$ cat config.mk
export PLATFORM = sky130hd
export DESIGN_NAME = mem_forward_history_flat
export DESIGN_NICKNAME = d
export VERILOG_FILES = /design/src/rtl/mem_forward_history_if.sv /design/src/rtl/mem_forward_history.sv /design/src/flat_wrapper.sv
export SDC_FILE = /design/constraint.sdc
export NUM_CORES = 1
export LEC_CHECK = 0
export ABC_AREA = 1
export BUFFER_PORTS_ARGS = -buffer_cell sky130_fd_sc_hd__buf_2
export CORE_MARGIN = 4
export CORE_UTILIZATION = 25
export DETAILED_ROUTE_END_ITERATION = 7
export PLACE_DENSITY_LB_ADDON = 0.2
export SETUP_SLACK_MARGIN = 0.2
export SYNTH_ARGS = -nofsm -noshare
export SYNTH_HDL_FRONTEND = slang
export SYNTH_SLANG_ARGS = --single-unit
$ cat constraint.sdc
create_clock -name clk -period 4.9 [get_ports clk]
set_input_delay 0 -clock clk [delete_from_list [all_inputs] [get_ports clk]]
set_output_delay 0 -clock clk [all_outputs]
set_load 0.02 [all_outputs]
$ cat src/rtl/mem_forward_history_if.sv
// Bus between the MEM-stage store path and the store-data forwarding unit.
// It carries the pipeline controls, the WB writeback, the MEM store and the forwarding results.
interface mem_forward_history_if #(
  parameter int DATA_WIDTH = 32,
  parameter int ADDR_WIDTH = 5,
  parameter int CNT_WIDTH  = 16
);
  logic                  stall;
  logic                  flush;
  logic [ADDR_WIDTH-1:0] wb_addr;
  logic [DATA_WIDTH-1:0] wb_data;
  logic                  wb_write_en;
  logic                  wb_data_mem_read;
  logic [ADDR_WIDTH-1:0] mem_addr;
  logic                  mem_data_mem_write;
  logic [DATA_WIDTH-1:0] mem_data_in;
  logic                  mem_fwd_sel;
  logic [DATA_WIDTH-1:0] mem_data_out;
  logic [CNT_WIDTH-1:0]  fwd_count;

  modport master (
    output stall, flush, wb_addr, wb_data, wb_write_en, wb_data_mem_read,
           mem_addr, mem_data_mem_write, mem_data_in,
    input  mem_fwd_sel, mem_data_out, fwd_count
  );

  modport slave (
    input  stall, flush, wb_addr, wb_data, wb_write_en, wb_data_mem_read,
           mem_addr, mem_data_mem_write, mem_data_in,
    output mem_fwd_sel, mem_data_out, fwd_count
  );
endinterface

$ cat src/rtl/mem_forward_history.sv
// MEM-stage store-data forwarding unit. It resolves a store's rs2 against the current WB
// writeback and a DEPTH-entry history of recent writebacks, and counts forwarding events.
module mem_forward_history #(
  parameter int DATA_WIDTH = 32,
  parameter int ADDR_WIDTH = 5,
  parameter int DEPTH      = 2,
  parameter bit FWD_ALL_WB = 1'b1,
  parameter int CNT_WIDTH  = 16
) (
  input logic                  clk,
  input logic                  reset,
  mem_forward_history_if.slave bus
);

  logic [DEPTH-1:0]      r_valid;
  logic [ADDR_WIDTH-1:0] r_addr [DEPTH];
  logic [DATA_WIDTH-1:0] r_data [DEPTH];
  logic [CNT_WIDTH-1:0]  r_count;

  logic                  w_wb_qual;
  logic                  w_store_chk;
  logic                  w_fwd_sel;
  logic [DATA_WIDTH-1:0] w_fwd_data;

  assign w_wb_qual   = bus.wb_write_en && (bus.wb_addr != '0) &&
                       (FWD_ALL_WB || bus.wb_data_mem_read);
  assign w_store_chk = !reset && bus.mem_data_mem_write && (bus.mem_addr != '0);

  // Scan oldest to newest, then the live WB, so the newest matching producer wins.
  always_comb begin
    w_fwd_sel  = 1'b0;
    w_fwd_data = bus.mem_data_in;
    if (w_store_chk) begin
      for (int i = DEPTH - 1; i >= 0; i--) begin
        if (r_valid[i] && (r_addr[i] == bus.mem_addr)) begin
          w_fwd_sel  = 1'b1;
          w_fwd_data = r_data[i];
        end
      end
      if (w_wb_qual && (bus.wb_addr == bus.mem_addr)) begin
        w_fwd_sel  = 1'b1;
        w_fwd_data = bus.wb_data;
      end
    end
  end

  // History ages once per unstalled pipeline slot; bubbles push an invalid entry.
  always_ff @(posedge clk) begin
    if (reset) begin
      r_valid <= '0;
      r_count <= '0;
    end else begin
      if (bus.flush) begin
        r_valid <= '0;
      end else if (!bus.stall) begin
        for (int i = DEPTH - 1; i > 0; i--) begin
          r_valid[i] <= r_valid[i-1];
          r_addr[i]  <= r_addr[i-1];
          r_data[i]  <= r_data[i-1];
        end
        r_valid[0] <= w_wb_qual;
        r_addr[0]  <= bus.wb_addr;
        r_data[0]  <= bus.wb_data;
      end
      if (!bus.stall && !bus.flush && w_fwd_sel && (r_count != '1)) begin
        r_count <= r_count + CNT_WIDTH'(1);
      end
    end
  end

  assign bus.mem_fwd_sel  = w_fwd_sel;
  assign bus.mem_data_out = w_fwd_data;
  assign bus.fwd_count    = r_count;

endmodule

$ cat src/flat_wrapper.sv
// flat-port wrapper written by rule: the top's interface ports become plain ports
module mem_forward_history_flat 
#(
  parameter int DATA_WIDTH = 32,
  parameter int ADDR_WIDTH = 5,
  parameter int DEPTH      = 2,
  parameter bit FWD_ALL_WB = 1'b1,
  parameter int CNT_WIDTH  = 16
)
  (clk, reset, bus_stall, bus_flush, bus_wb_addr, bus_wb_data, bus_wb_write_en, bus_wb_data_mem_read, bus_mem_addr, bus_mem_data_mem_write, bus_mem_data_in, bus_mem_fwd_sel, bus_mem_data_out, bus_fwd_count);
  mem_forward_history_if #(.DATA_WIDTH(DATA_WIDTH), .ADDR_WIDTH(ADDR_WIDTH), .CNT_WIDTH(CNT_WIDTH)) bus_i ();
  input logic clk;
  input logic reset;
  input wire logic [$bits(bus_i.stall)-1:0] bus_stall;
  input wire logic [$bits(bus_i.flush)-1:0] bus_flush;
  input wire logic [$bits(bus_i.wb_addr)-1:0] bus_wb_addr;
  input wire logic [$bits(bus_i.wb_data)-1:0] bus_wb_data;
  input wire logic [$bits(bus_i.wb_write_en)-1:0] bus_wb_write_en;
  input wire logic [$bits(bus_i.wb_data_mem_read)-1:0] bus_wb_data_mem_read;
  input wire logic [$bits(bus_i.mem_addr)-1:0] bus_mem_addr;
  input wire logic [$bits(bus_i.mem_data_mem_write)-1:0] bus_mem_data_mem_write;
  input wire logic [$bits(bus_i.mem_data_in)-1:0] bus_mem_data_in;
  output wire logic [$bits(bus_i.mem_fwd_sel)-1:0] bus_mem_fwd_sel;
  output wire logic [$bits(bus_i.mem_data_out)-1:0] bus_mem_data_out;
  output wire logic [$bits(bus_i.fwd_count)-1:0] bus_fwd_count;
  assign bus_i.stall = bus_stall;
  assign bus_i.flush = bus_flush;
  assign bus_i.wb_addr = bus_wb_addr;
  assign bus_i.wb_data = bus_wb_data;
  assign bus_i.wb_write_en = bus_wb_write_en;
  assign bus_i.wb_data_mem_read = bus_wb_data_mem_read;
  assign bus_i.mem_addr = bus_mem_addr;
  assign bus_i.mem_data_mem_write = bus_mem_data_mem_write;
  assign bus_i.mem_data_in = bus_mem_data_in;
  assign bus_mem_fwd_sel = bus_i.mem_fwd_sel;
  assign bus_mem_data_out = bus_i.mem_data_out;
  assign bus_fwd_count = bus_i.fwd_count;
  mem_forward_history #(.DATA_WIDTH(DATA_WIDTH), .ADDR_WIDTH(ADDR_WIDTH), .DEPTH(DEPTH), .FWD_ALL_WB(FWD_ALL_WB), .CNT_WIDTH(CNT_WIDTH)) u_core (.clk(clk), .reset(reset), .bus(bus_i));
endmodule
Yosys cells after proc, flatten, opt, wreduce, memory -nomap -nowiden
Memory sizes are Yosys's and may differ from the RTL's. Index checks and enable logic that the tools add are counted.

Reductions and logical operators: 15. Multiplexer cells: 12. Shifts and indexed selects: 0. Equality and inequality tests: 4. $lt $le $gt $ge: 0. Div/mod/pow operators: 0. Add/subtract/negate cells: 1. Multipliers: 0. Bitwise gates (word level): 0.

Operators with widths (count): two-way mux 32 bit (4); adder 16 x 1 -> 16 bit (second input constant) (1); inequality test 16 bit (second input constant) (1); equality test 5 bit (3); nonzero test 5 bit (2); logical AND 1 bit (9); two-way mux 1 bit (8); logical NOT 1 bit (3); OR reduction 2 bit (1).

Memory bits (writable): 74. Input port bits: 81. Bits in read-only memories: 0. Memories: 2. Bits in registers: 18. Output and inout bits: 49. Latch bits: 0.

Memories: u_core.r_data (words 2, width 32, rd ports 2, clocked after memory_dff 0, write ports 2, line mem_forward_history.sv:17) `logic [DATA_WIDTH-1:0] r_data [DEPTH];`; u_core.r_addr (words 2, width 5, rd ports 2, clocked after memory_dff 0, write ports 2, line mem_forward_history.sv:16) `logic [ADDR_WIDTH-1:0] r_addr [DEPTH];`.

Longest topological paths before layout
Gate-level depths: netlist of run 1.

Word-level depth: 8. Mapped depth: 13.

Worst setup path before layout of run 1
No wires, ideal clock.

Path type: input-to-reg. Start: input port reset. End: memory u_core.r_addr[0][0] (enable). Buffers on the path: 1. Path slack: 0.940 ns. Stages on the path: 4. Setup time: 0.508 ns. Data arrival time: 3.453 ns. Path through: clkbuf_1 -> nor2_1 -> inv_1 -> nor2_1.

RTL lines: from (decl) (line flat_wrapper.sv:13) `input logic reset;`; to (decl) (line mem_forward_history.sv:16).

Final worst setup path of run 1
Start: input port bus_wb_addr[0]. End: output port bus_mem_data_out[9].

Cells in the longest elaborated chain, start to end: 5. Elaborated cells on any way between the ends: 6. Those cells by class: eq/ne (1); mux (2); reduce/logical (3).

RTL lines: from (decl) (line flat_wrapper.sv:16) `input wire logic [$bits(bus_i.wb_addr)-1:0] bus_wb_addr;`; nonzero test 5 bit (line mem_forward_history.sv:25) `assign w_wb_qual = bus.wb_write_en && (bus.wb_addr != '0) &&`; logical AND 1 bit (line mem_forward_history.sv:25); logical AND 1 bit (*) (line mem_forward_history.sv:40) `if (w_wb_qual && (bus.wb_addr == bus.mem_addr)) begin`; two-way mux 32 bit (*) (line mem_forward_history.sv:40); two-way mux 32 bit (*) (line mem_forward_history.sv:33) `if (w_store_chk) begin`; to (decl) (line flat_wrapper.sv:24) `output wire logic [$bits(bus_i.mem_data_out)-1:0] bus_mem_data_out;`.

Every way passes the cells marked *; elsewhere a longest branch is shown, timed or not.

==> results by group, run 1 <==
Clock network
  • Number of buffers created by CTS: 9
  • H-tree Lvls: 3
  • Worst-path clk slew: 0.07 ns
  • CTS root buf: clkbuf_16
  • Clock Tree Buf Depth: 2
  • Worst-skew pair later-pin latency: 0.34 ns
  • Post-CTS sizing: 0
  • Clock Sinks: 92
  • CTS tree: done

Critical path
  • CP Capture Type: output port
  • Slowest-stage cell, CP: nor2_4
  • CP top delay family: buffers and inverters
  • Worst path arrival time: 3.15 ns
  • Slowest stage delay, CP: 0.72 ns
  • R2R Path Start: u_core.r_addr[0][2]
  • Crit-path cells: dlygate4sd3_1 > buf_2 > inv_1 > nand2_1 > nand2_1 > nor2_1 > nand3_1 > nor2_4 > buf_4 > nor2_2 > nor2_4 > buf_4 > o22ai_1 > inv_2 > buf_2
  • RR Endpoint: u_core.bus.fwd_count[1]
  • Worst reg2reg path depth: 10
  • Critical path fanouts, max: 33
  • Kind of critical path: primary input to output port
  • Reg-to-reg setup timing slack: 2.77 ns
  • CP Buf/Inv Count: 7
  • Startpoint Class: primary input
  • WP data required: 4.90 ns

Pwr
  • PwrDens: 274 nW/µm²
  • Leakage power: 2.74 nW
  • Peak VDD IR: 152 µV

Floorplan
  • Initial core utilization: 25.4%
  • Std-Cell Rows: 52
  • Io pins: 130
  • Chip height: 151 µm
  • Die Area: 22800 µm²
  • Die X: 151 µm
  • Core box area: 20200 µm²

Logic synthesis
  • Syn_nets: 687
  • Post-synthesis area per instance: 8.46 µm²
  • Post-synthesis simple-gate area fraction: 28.4%
  • Most area-consuming cells after synthesis: edfxtp_1 43%, nand2_1 12%, dfxtp_1 7.0%, o22ai_2 6.6%, nor2_1 5.9%
  • Yosys top cell area share: 43.4%
  • Count leader, synth: nand2_1
  • Synthesized cell area: 5120 µm²
  • Number of synthesized register bits: 92
  • Synth warn: 0
  • Synth unique cells: 30
  • Post-synthesis sequential area ratio: 50.5%
  • Cells after Synth: 605
  • Complex-gate fraction of the synthesized area: 11.1%
  • Yosys top cell by area: edfxtp_1
  • Post-synthesis mux area share: 0%
  • Xor-xnor portion of the synthesized cell area: 0.342%
  • Largest family of logic cells by synthesized area: simple AND/OR/NAND/NOR gates
  • Number of synthesized flops with an enable pin: 74
  • Post-synth ARST share: 0%
  • Ys flop type: edfxtp_1
  • Post-synthesis adder-cell area fraction: 0.245%
  • Post-synth top cells: 157 x nand2_1, 81 x nor2_1, 74 x edfxtp_1

Timing
  • Fin crit period: 3.15 ns
  • Slew at the pin closest to its max-slew limit: 0.970 ns
  • Max-slew violations: 0
  • TNS Setup: 0 ns
  • Fin Clk Skew: 0.0111 ns
  • Final worst-path cycle share: 64.2%
  • Fmax: 0.318 GHz
  • Max-slew headroom: 35.2%
  • Final hold slack: 0.0420 ns
  • Setup violations, final: 0
  • Hold Fails Final Rpt: 0
  • RSZ-0062 raised after global routing: false

Place
  • Port Buffer Count: 128
  • HPWL after detailed placement: 9110 µm
  • Routability cong.: 0.770
  • DP Cell Count: 981

Worst hold path
  • Worst hold start: bus_wb_write_en
  • Worst hold path endpoint: u_core.r_valid[0]
  • Worst Hold Class: primary input to flip-flop
  • Hold path depth: 3

GRT
  • Largest net degree at the start of global routing: 65
  • Global route overflow: 0
  • Gr usage total: 12.2%
  • Initial antenna violation count: 0
  • First-pass GRT wire length: 21900 µm
  • Vias in the first global route: 4284

Finish
  • Net count, final: 844
  • ANT cells: 0
  • Area grow syn2layout: 31.6%
  • Fillcell total: 2169
  • Post-route insts no fill: 1037
  • Layout cell share with drive strength beyond 1: 28.8%

Status
  • Status: finished clean

Routing
  • Drt first pass iters: 4
  • WL met1: 6620 µm
  • Wirelength per Cell: 13.5 µm
  • Detailed-routed wire length on met2: 6690 µm
  • Final WL: 14000 µm
  • DRC: 0
  • DRT iter0 DRCs: 186
  • DR vias/cell: 4.27
  • Post-route ant nets: 0
  • Metal3 WL: 546 µm
  • Vias: 4427
  • Uppermost layer routed: met4

Flow run
  • Max_cap viols: 0
[sequential cells by signal (all words and copies together) (netlist names)]
signal and cells:
u_core.r_valid 2, u_core.r_data 64, u_core.r_addr 10, u_core.bus.fwd_count 16
[logic make-up (layout without fill, tap and decap cells)]
kind of cell    after synthesis  after routing
simple gates                322            322
buf+inv                     117            279
flops                        92             92
compound gates               71             71
xor+xnor                      2              2
fa+ha+maj                     1              1
[power by group]
part / switching, mW / internal (mW)
Combinational: 0.115 / 0.0916
Clock: 0.315 / 0.450
Sequential: 0.00803 / 0.865
Total: 0.438 / 1.41
[through the flow]
step / worst slack, ns / utilization (%) / power [mW] / area (µm²)
floorplan: 0.940 / - / 0.997 / 5120
global placement: 2.15 / 29.8 / 1.08 / 6010
detailed placement: 2.16 / 29.8 / 1.08 / 6010
CTS: 1.69 / 33.4 / 1.88 / 6740
global route: 1.47 / 33.4 / 1.93 / 6740
finish: 1.75 / 33.4 / 1.85 / 6740
[what timing repair did]
| item | in CTS | in global routing |
|---|---|---|
| endpoints found under the hold margin | 45 | 0 |
| setup buffers | 0 | 0 |
| hold buffers | 40 | 0 |
[metal layers]
| layer | global-route usage [%] | vias up |
|---|---|---|
| met2 | 20.8 | 88 |
| li1 | - | 2313 |
| met3 | 1.94 | 10 |
| met1 | 15.9 | 2016 |
| met4 | 3.76 | 0 |
| met5 | 0 | - |
[layout make-up]
type | count | area, µm² | share of cell area (%)
clock buffer | 9 | 225 | 3.34
clock inverter | 7 | 97.6 | 1.45
inverter | 87 | 327 | 4.85
multi-input combinational | 396 | 2060 | 30.7
sequential | 92 | 2580 | 38.3
tap | 270 | 338 | 5.02
timing repair buffer | 176 | 1100 | 16.3
[worst register-to-register path, stage by stage (launching register included)]
cell,delay [ns]
edfxtp_1,0.42
nand2_1,0.09
nand2_1,0.06
nor2_1,0.15
nand3_2,0.10
nand2_2,0.08
nor2_2,0.05
nor2_4,0.72
nand3_1,0.18
nor2_1,0.13
nor2_1,0.05
[worst max-delay path by stage]
stage | start | to | slack, ns | cells past startpoint
after floorplan | reset | u_core.r_addr[0][0] | 0.94 | 4
after global placement | bus_mem_addr[2] | bus_mem_data_out[9] | 2.15 | 14
after detailed placement | bus_mem_addr[2] | bus_mem_data_out[9] | 2.16 | 14
after CTS | bus_wb_addr[2] | bus_mem_data_out[9] | 1.69 | 15
after global routing | bus_wb_addr[2] | bus_mem_data_out[20] | 1.47 | 15
final | bus_wb_addr[0] | bus_mem_data_out[9] | 1.75 | 15
[layout by cell type, fill, tap and decap left out, types with 12 or more instances in the layout]
master	n
nand2_1	157
nand4_1	29
nor2_1	80
buf_2	128
inv_2	35
edfxtp_1	74
nand3_1	12
o21ai_0	12
inv_1	52
o22ai_2	27
nor3b_1	31
o21ai_1	22
dlygate4sd3_1	40
dfxtp_1	18
No activity file was read; power rests on OpenSTA's default activity.
==> inputs of run 2 (changes only) <==
--- a/config.mk
+++ b/config.mk
@@ -5,7 +5,7 @@
 export SDC_FILE = /design/constraint.sdc
 export NUM_CORES = 1
 export LEC_CHECK = 0
-export ABC_AREA = 1
+export ABC_AREA = 0
 export BUFFER_PORTS_ARGS = -buffer_cell sky130_fd_sc_hd__buf_2
 export CORE_MARGIN = 4
 export CORE_UTILIZATION = 25
==> constraint.sdc (replaced) <==
create_clock -name clk -period 2.8 [get_ports clk]
set_input_delay 0 -clock clk [delete_from_list [all_inputs] [get_ports clk]]
set_output_delay 0 -clock clk [all_outputs]
set_load 0.02 [all_outputs]
==> run 2 against run 1 <==
Setup slack lost 1.4 ns; wire length shrank 19%; sequential share of layout area grew 6.0 points; clock skew shrank 0.0078 ns; clock power is 67% higher; sequential cell count did not move; area after synthesis decreased by 18%; critical path type is now flip-flop to output port.
==> results by group, run 2 <==
Clock network
  • Number of buffers created by CTS: 9 (unchanged)
  • Worst-path clk slew: 0.06 ns (about the same)
  • H-tree Lvls: 3 (unchanged)
  • CTS root buf: clkbuf_16
  • Clock Sinks: 92 (unchanged)
  • Clock Tree Buf Depth: 2 (unchanged)
  • Worst-skew pair later-pin latency: 0.35 ns (about the same)
  • CTS tree: done

Critical path
  • Kind of critical path: flip-flop to output port
  • RR Endpoint: u_core.bus.fwd_count[12]
  • Startpoint Class: flip-flop
  • R2R Path Start: u_core.bus.fwd_count[0]
  • Critical path fanouts, max: 18 (-45%)
  • WP data required: 2.80 ns (-2.10 ns)
  • Worst path arrival time: 2.43 ns (-0.72 ns)
  • Worst reg2reg path depth: 6 (-4)
  • Reg-to-reg setup timing slack: 0.64 ns (-2.13 ns)
  • CP Capture Type: output port

Timing
  • Fin crit period: 2.43 ns
  • Max-slew headroom: 35.5% (+0.30 points)
  • Fmax: 0.412 GHz
  • TNS Setup: 0 ns (unchanged)
  • Fin Clk Skew: 0.00334 ns (-0.00779 ns)
  • Max-slew violations: 0 (unchanged)
  • Slew at the pin closest to its max-slew limit: 0.965 ns (-0.00536 ns)
  • Final hold slack: 0.0367 ns (-0.00529 ns)
  • Hold Fails Final Rpt: 0 (unchanged)
  • Setup violations, final: 0 (unchanged)
  • RSZ-0062 raised after global routing: false
  • Final worst-path cycle share: 86.7%
  • Fin worst setup slack: 0.374 ns (-1.38 ns)

Floorplan
  • Io pins: 130 (unchanged)
  • Std-Cell Rows: 47 (-9.6%)
  • Die Area: 18900 µm² (-17%)
  • Core box area: 16500 µm² (-18%)
  • Chip height: 138 µm (-9.0%)
  • Die X: 138 µm (-9.0%)
  • Initial core utilization: 25.4% (about the same)

Finish
  • Final instance area: 5820 µm² (-14%)
  • Fillcell total: 1661 (-23%)
  • ANT cells: 0 (unchanged)
  • Area grow syn2layout: 38.8%
  • Largest Register: u_core.r_data
  • Net count, final: 575 (-32%)
  • Post-route insts no fill: 717 (-31%)
  • Post-layout util: 35.2% (+1.8 points)
  • Most common cell after layout, fill and taps aside: buf_2
  • Layout cell share with drive strength beyond 1: 33.2% (+4.4 points)
  • Max FFs per register: 64 (unchanged)
  • Most frequent cells in the layout: 128 x buf_2, 74 x edfxtp_1, 44 x a21oi_1

Logic synthesis
  • Ys flop type: edfxtp_1
  • Synth unique cells: 40 (+33%)
  • Yosys top cell by area: edfxtp_1
  • Yosys top cell area share: 53.0% (+9.5 points)
  • Cells after Synth: 330 (-45%)
  • Number of synthesized register bits: 92 (unchanged)
  • Synthesized cell area: 4190 µm² (-18%)
  • Syn_nets: 412 (-40%)
  • Post-synthesis sequential area ratio: 61.6% (+11 points)
  • Count leader, synth: edfxtp_1
  • Post-synth top cells: 74 x edfxtp_1, 45 x a21oi_1, 32 x a2bb2oi_1, 32 x o221ai_1, 18 x dfxtp_1
  • Number of synthesized flops with an enable pin: 74 (unchanged)
  • Most area-consuming cells after synthesis: edfxtp_1 53%, dfxtp_1 8.6%, a2bb2oi_1 6.7%, o221ai_1 6.7%, a21oi_1 5.4%
  • Post-synth ARST share: 0% (unchanged)
  • Synth warn: 0 (unchanged)
  • Post-synthesis area per instance: 12.7 µm² (+50%)

GRT
  • Met3 usage: 3.87% (+1.9 points)
  • Global route overflow: 0 (unchanged)
  • Largest net degree at the start of global routing: 75 (+15%)
  • Met2 usage: 19.9% (-0.91 points)
  • Initial antenna violation count: 0 (unchanged)
  • Gr busiest metal: met2
  • Grt met1 use: 16.2% (+0.29 points)
  • Gr usage total: 12.5% (+0.32 points)
  • First-pass GRT wire length: 18000 µm (-18%)
  • Vias in the first global route: 3442 (-20%)

Worst hold path
  • Worst hold path endpoint: u_core.r_valid[0]
  • Hold path depth: 3 (unchanged)
  • Worst hold start: bus_stall
  • Worst Hold Class: primary input to flip-flop

Place
  • Port Buffer Count: 128 (unchanged)
  • HPWL after detailed placement: 7480 µm (-18%)
  • Area after DPL: 5110 µm² (-15%)
  • DP Cell Count: 663 (-32%)
  • Place WS: 0.303 ns (-1.86 ns)
  • Routability cong.: 0.747 (-3.0%)

Routing
  • Vias: 3409 (-23%)
  • Post-route ant nets: 0 (unchanged)
  • DRC: 0 (unchanged)
  • Wirelength per Cell: 15.9 µm (+17%)
  • Final WL: 11400 µm (-19%)
  • DRT iter0 DRCs: 146 (-22%)
  • Drt first pass iters: 6 (+2)
  • DR vias/cell: 4.75 (+11%)

Pwr
  • Leakage power: 2.17 nW (-21%)
  • Peak VDD IR: 271 µV (+79%)
  • PwrDens: 532 nW/µm² (+94%)
  • Total power: 3.10 mW (+68%)

Flow run
  • Max_cap viols: 0 (unchanged)

Status
  • Status: finished clean
run 2: cell count changes in the layout (fill, tap and decap cells not counted), moves of 30 or more:
cell       change
inv_1         -48
inv_2         -35
a2bb2oi_1     +32
nand2_1      -146
nor3b_1       -30
a21oi_1       +41
o221ai_1      +32
nor2_1        -75
run 2: layout make-up:
type / count / area [µm²] / area share [%]
Clock buffer: 9 / 225 / 3.87
Multi-Input combinational cell: 210 / 1530 / 26.2
Sequential cell: 92 / 2580 / 44.3
Clock inverter: 6 / 80.1 / 1.38
Inverter: 4 / 15.0 / 0.258
Timing Repair Buffer: 176 / 1120 / 19.2
Tap cell: 220 / 275 / 4.73
run 2: kinds of logic after synthesis:
| logic type | count (synthesis) | synth area share [%] |
|---|---|---|
| AO/OA/AOI/OAI | 129 | 22.5 |
| buffers and inverters | 28 | 3.01 |
| XOR/XNOR | 18 | 3.76 |
| adder cells (fa/ha/maj) | 1 | 0.298 |
| multiplexers | 2 | 0.477 |
| AND/OR/NAND/NOR | 60 | 8.35 |
| flip-flops | 92 | 61.6 |
run 2: metal layers:
| metal | wire, µm | up-vias |
|---|---|---|
| li1 | - | 1664 |
| met1 | 5230 | 1632 |
| met2 | 5290 | 100 |
| met3 | 690 | 13 |
| met4 | 158 | 0 |
| met5 | 0 | - |
run 2: how the worst max path moves through the flow:
stage                   startpoint                       end  slack, ns
2_1_floorplan                reset   u_core.bus.fwd_count[8]      -0.63
3_3_place_gp       bus_mem_addr[4]  u_core.bus.fwd_count[11]       0.32
3_5_place_dp       bus_mem_addr[4]  u_core.bus.fwd_count[11]       0.30
4_1_cts        u_core.r_addr[0][4]      bus_mem_data_out[29]       0.24
5_1_grt        u_core.r_addr[0][1]       bus_mem_data_out[7]       0.20
6_report       u_core.r_addr[0][1]       bus_mem_data_out[7]       0.37
run 2: worst max-delay path: stages (launching register included):
cell and delay, ns:
edfxtp_1 0.40, xor2_1 0.17, nor4_2 0.27, buf_4 0.16, and3_4 0.24, nor3_2 0.09
nor2_4 0.16, buf_6 0.20, a2bb2oi_1 0.19, buf_2 0.19
run 2: timing repair:
action	in CTS	in global routing
gates resized for setup	4	3
setup buffers	0	1
hold endpoints to repair	39	0
setup endpoints to repair	32	32
hold buffers	38	0
pin swaps	0	2
run 2: where the power goes:
part | internal [mW] | leakage, nW | switching, mW
sequential | 1.52 | 0.825 | 0.0150
combinational | 0.140 | 1.20 | 0.149
clock | 0.769 | 0.146 | 0.511
total | 2.42 | 2.17 | 0.675
==> inputs of run 3 (changes only) <==
==> constraint.sdc (replaced) <==
create_clock -name clk -period 2.8 [get_ports clk]
set_input_delay 0.28 -clock clk [delete_from_list [all_inputs] [get_ports clk]]
set_output_delay 0.28 -clock clk [all_outputs]
set_load 0.02 [all_outputs]
==> run 3 against run 2 <==
Via count grew 1.1%; fmax fell by 8.4%; wire length grew 11%; first-iteration DRC count increased by 29%; clock-buffer cell count is 1 higher; setup slack worse by 0.22 ns; clock skew increased by 0.0032 ns; core utilization rose by 1.4 points; combinational power up 6%; critical path type unchanged; largest power group unchanged.
==> results by group, run 3 (synthesis gave the netlist of run 2 again) <==
Clock network
  • H-tree Lvls: 3 (unchanged)
  • CTS tree: done
  • Clock Sinks: 92 (unchanged)
  • Worst-path clk slew: 0.06 ns (about the same)
  • Worst-skew pair later-pin latency: 0.34 ns (about the same)
  • Clock Tree Buf Depth: 2 (unchanged)
  • CTS root buf: clkbuf_16
  • Number of buffers created by CTS: 9 (unchanged)

Critical path
  • Startpoint Class: flip-flop
  • Slowest-stage cell, CP: edfxtp_1
  • Kind of critical path: flip-flop to output port
  • Slowest stage delay, CP: 0.45 ns (+0.05 ns)
  • Worst path arrival time: 2.37 ns (-0.06 ns)
  • Reg-to-reg setup timing slack: 0.63 ns (about the same)
  • Crit-path cells: xor2_2 > nor4_4 > and3_4 > nor3_4 > nor2_4 > buf_12 > clkbuf_16 > a2bb2oi_1 > buf_4
  • WP data required: 2.52 ns (-0.28 ns)
  • Critical path fanouts, max: 9 (-9)
  • CP Capture Type: output port

Place
  • Routability cong.: 0.738 (-1.1%)
  • DP Cell Count: 666 (+0.45%)
  • Area after DPL: 5140 µm² (+0.69%)
  • HPWL after detailed placement: 7380 µm (-1.3%)
  • Port Buffer Count: 128 (unchanged)

Timing
  • Setup violations, final: 0 (unchanged)
  • Max-slew violations: 0 (unchanged)
  • RSZ-0062 raised after global routing: true
  • Fin crit period: 2.65 ns (+0.224 ns)
  • Final worst-path cycle share: 94.6% (+8.0 points)
  • Fmax: 0.377 GHz (-8.4%)
  • Max-slew headroom: 35.8% (+0.34 points)
  • Hold Fails Final Rpt: 0 (unchanged)
  • Slew at the pin closest to its max-slew limit: 0.963 ns (-0.00199 ns)
  • Fin Clk Skew: 0.00649 ns (+0.00315 ns)

Routing
  • Wirelength per Cell: 18.2 µm (+15%)
  • DRT iter0 DRCs: 188 (+29%)
  • Final WL: 12600 µm (+11%)
  • DRC: 0 (unchanged)
  • Post-route ant nets: 0 (unchanged)
  • DR vias/cell: 4.96 (+4.3%)
  • Vias: 3447 (+1.1%)
  • Drt first pass iters: 4 (-2)

GRT
  • Global route overflow: 0 (unchanged)
  • Largest net degree at the start of global routing: 75 (unchanged)
  • Vias in the first global route: 3330 (-3.3%)
  • Gr usage total: 12.4% (-0.12 points)
  • Initial antenna violation count: 0 (unchanged)
  • First-pass GRT wire length: 17700 µm (-1.8%)

Floorplan
  • Chip height: 138 µm (unchanged)
  • Die X: 138 µm (unchanged)
  • Core box area: 16500 µm² (unchanged)
  • Initial core utilization: 25.4% (unchanged)
  • Std-Cell Rows: 47 (unchanged)
  • Io pins: 130 (unchanged)
  • Die Area: 18900 µm² (unchanged)

Finish
  • Largest Register: u_core.r_data
  • Area grow syn2layout: 44.3%
  • Final instance area: 6050 µm² (+4.0%)
  • Max FFs per register: 64 (unchanged)
  • Net count, final: 554 (-3.7%)
  • Most common cell after layout, fill and taps aside: buf_2
  • ANT cells: 0 (unchanged)
  • Most frequent cells in the layout: 96 x buf_2, 74 x edfxtp_1, 44 x a21oi_1
  • Layout cell share with drive strength beyond 1: 45.7% (+12 points)
  • Post-route insts no fill: 695 (-3.1%)

Flow run
  • Max_cap viols: 0 (unchanged)

Worst hold path
  • Worst Hold Class: primary input to flip-flop

Pwr
  • PwrDens: 496 nW/µm² (-6.7%)
  • Peak VDD IR: 336 µV (+24%)
  • Leakage power: 2.23 nW (+2.8%)

Status
  • Status: finished clean
[run 3: cell types whose count changed in the layout (fill, tap and decap cells not counted), sizes merged]
cell / change
buf: +11
bufinv: -1
clkbuf: +6
clkinvlp: -1
dlygate4sd3: -38
nor3: +1
[run 3: area by class of cell]
class / count / area (µm²)
repair buffers: 154 / 1110
flip-flops and latches: 92 / 2580
well taps: 220 / 275
multi-input cells: 211 / 1800
clock buffers: 10 / 229
clock inverters: 4 / 42.5
inverters: 4 / 15.0
fillers: 1645 / 10500
[run 3: worst max-delay path: cells and delay by family, from the launching register on]
kind | cells | cell delay (ns)
buffers and inverters | 3 | 0.48
AOI/OAI and AO/OA | 1 | 0.16
DFF | 1 | 0.45
xor gates and xnor gates | 1 | 0.19
and+or+nand+nor | 4 | 0.74
[run 3: path summary, 6_finish.rpt]
kind | to | startpoint | cells after the start
setup / recovery | bus_mem_data_out[6] | u_core.r_addr[0][4] | 9
hold / removal | u_core.r_data[0][4] | bus_wb_data[4] | 1
setup reg to reg | u_core.bus.fwd_count[9] | u_core.r_addr[0][4] | 8
hold reg to reg | u_core.r_data[0][54] | u_core.r_data[0][22] | 0
[run 3: metal layers]
metal | routed length (µm) | share of wire (%) | up-vias | global-route usage, %
li1 | - | - | 1634 | -
met1 | 5830 | 46 | 1697 | 16.0
met2 | 5900 | 47 | 103 | 19.8
met3 | 714 | 5.7 | 13 | 3.54
met4 | 180 | 1.4 | 0 | 4.43
met5 | 0 | 0 | - | 0
[run 3: through the flow]
step	util (%)	total power [mW]	TNS [ns]	worst slack, ns	hold slack (ns)
after global routing	36.6	3.14	0	0.0264	0.0983
after CTS	33.2	3.01	0	0.138	0.101
after global placement	31.1	1.81	-0.0513	-0.0493	0.432
after floorplan	-	1.69	-12.56	-0.910	0.357
final	36.6	3.00	0	0.150	0.123
after detailed placement	31.1	1.81	-0.00492	-0.00492	0.433
[run 3: timing repair]
action | in CTS | in global routing
hold endpoints to repair | 0 | 0
cloned | 1 | 6
endpoints found under the setup margin | 32 | 32
buffers inserted | 4 | 4
gates resized for setup | 11 | 82
hold buffers | 0 | 0
pin swaps | 3 | 13
[run 3: power breakdown]
group          leakage (nW)  internal [mW]  switching [mW]  total (mW)
clock network         0.133          0.674           0.490        1.16
logic                  1.27          0.141           0.166       0.307
registers             0.825           1.52          0.0177        1.53
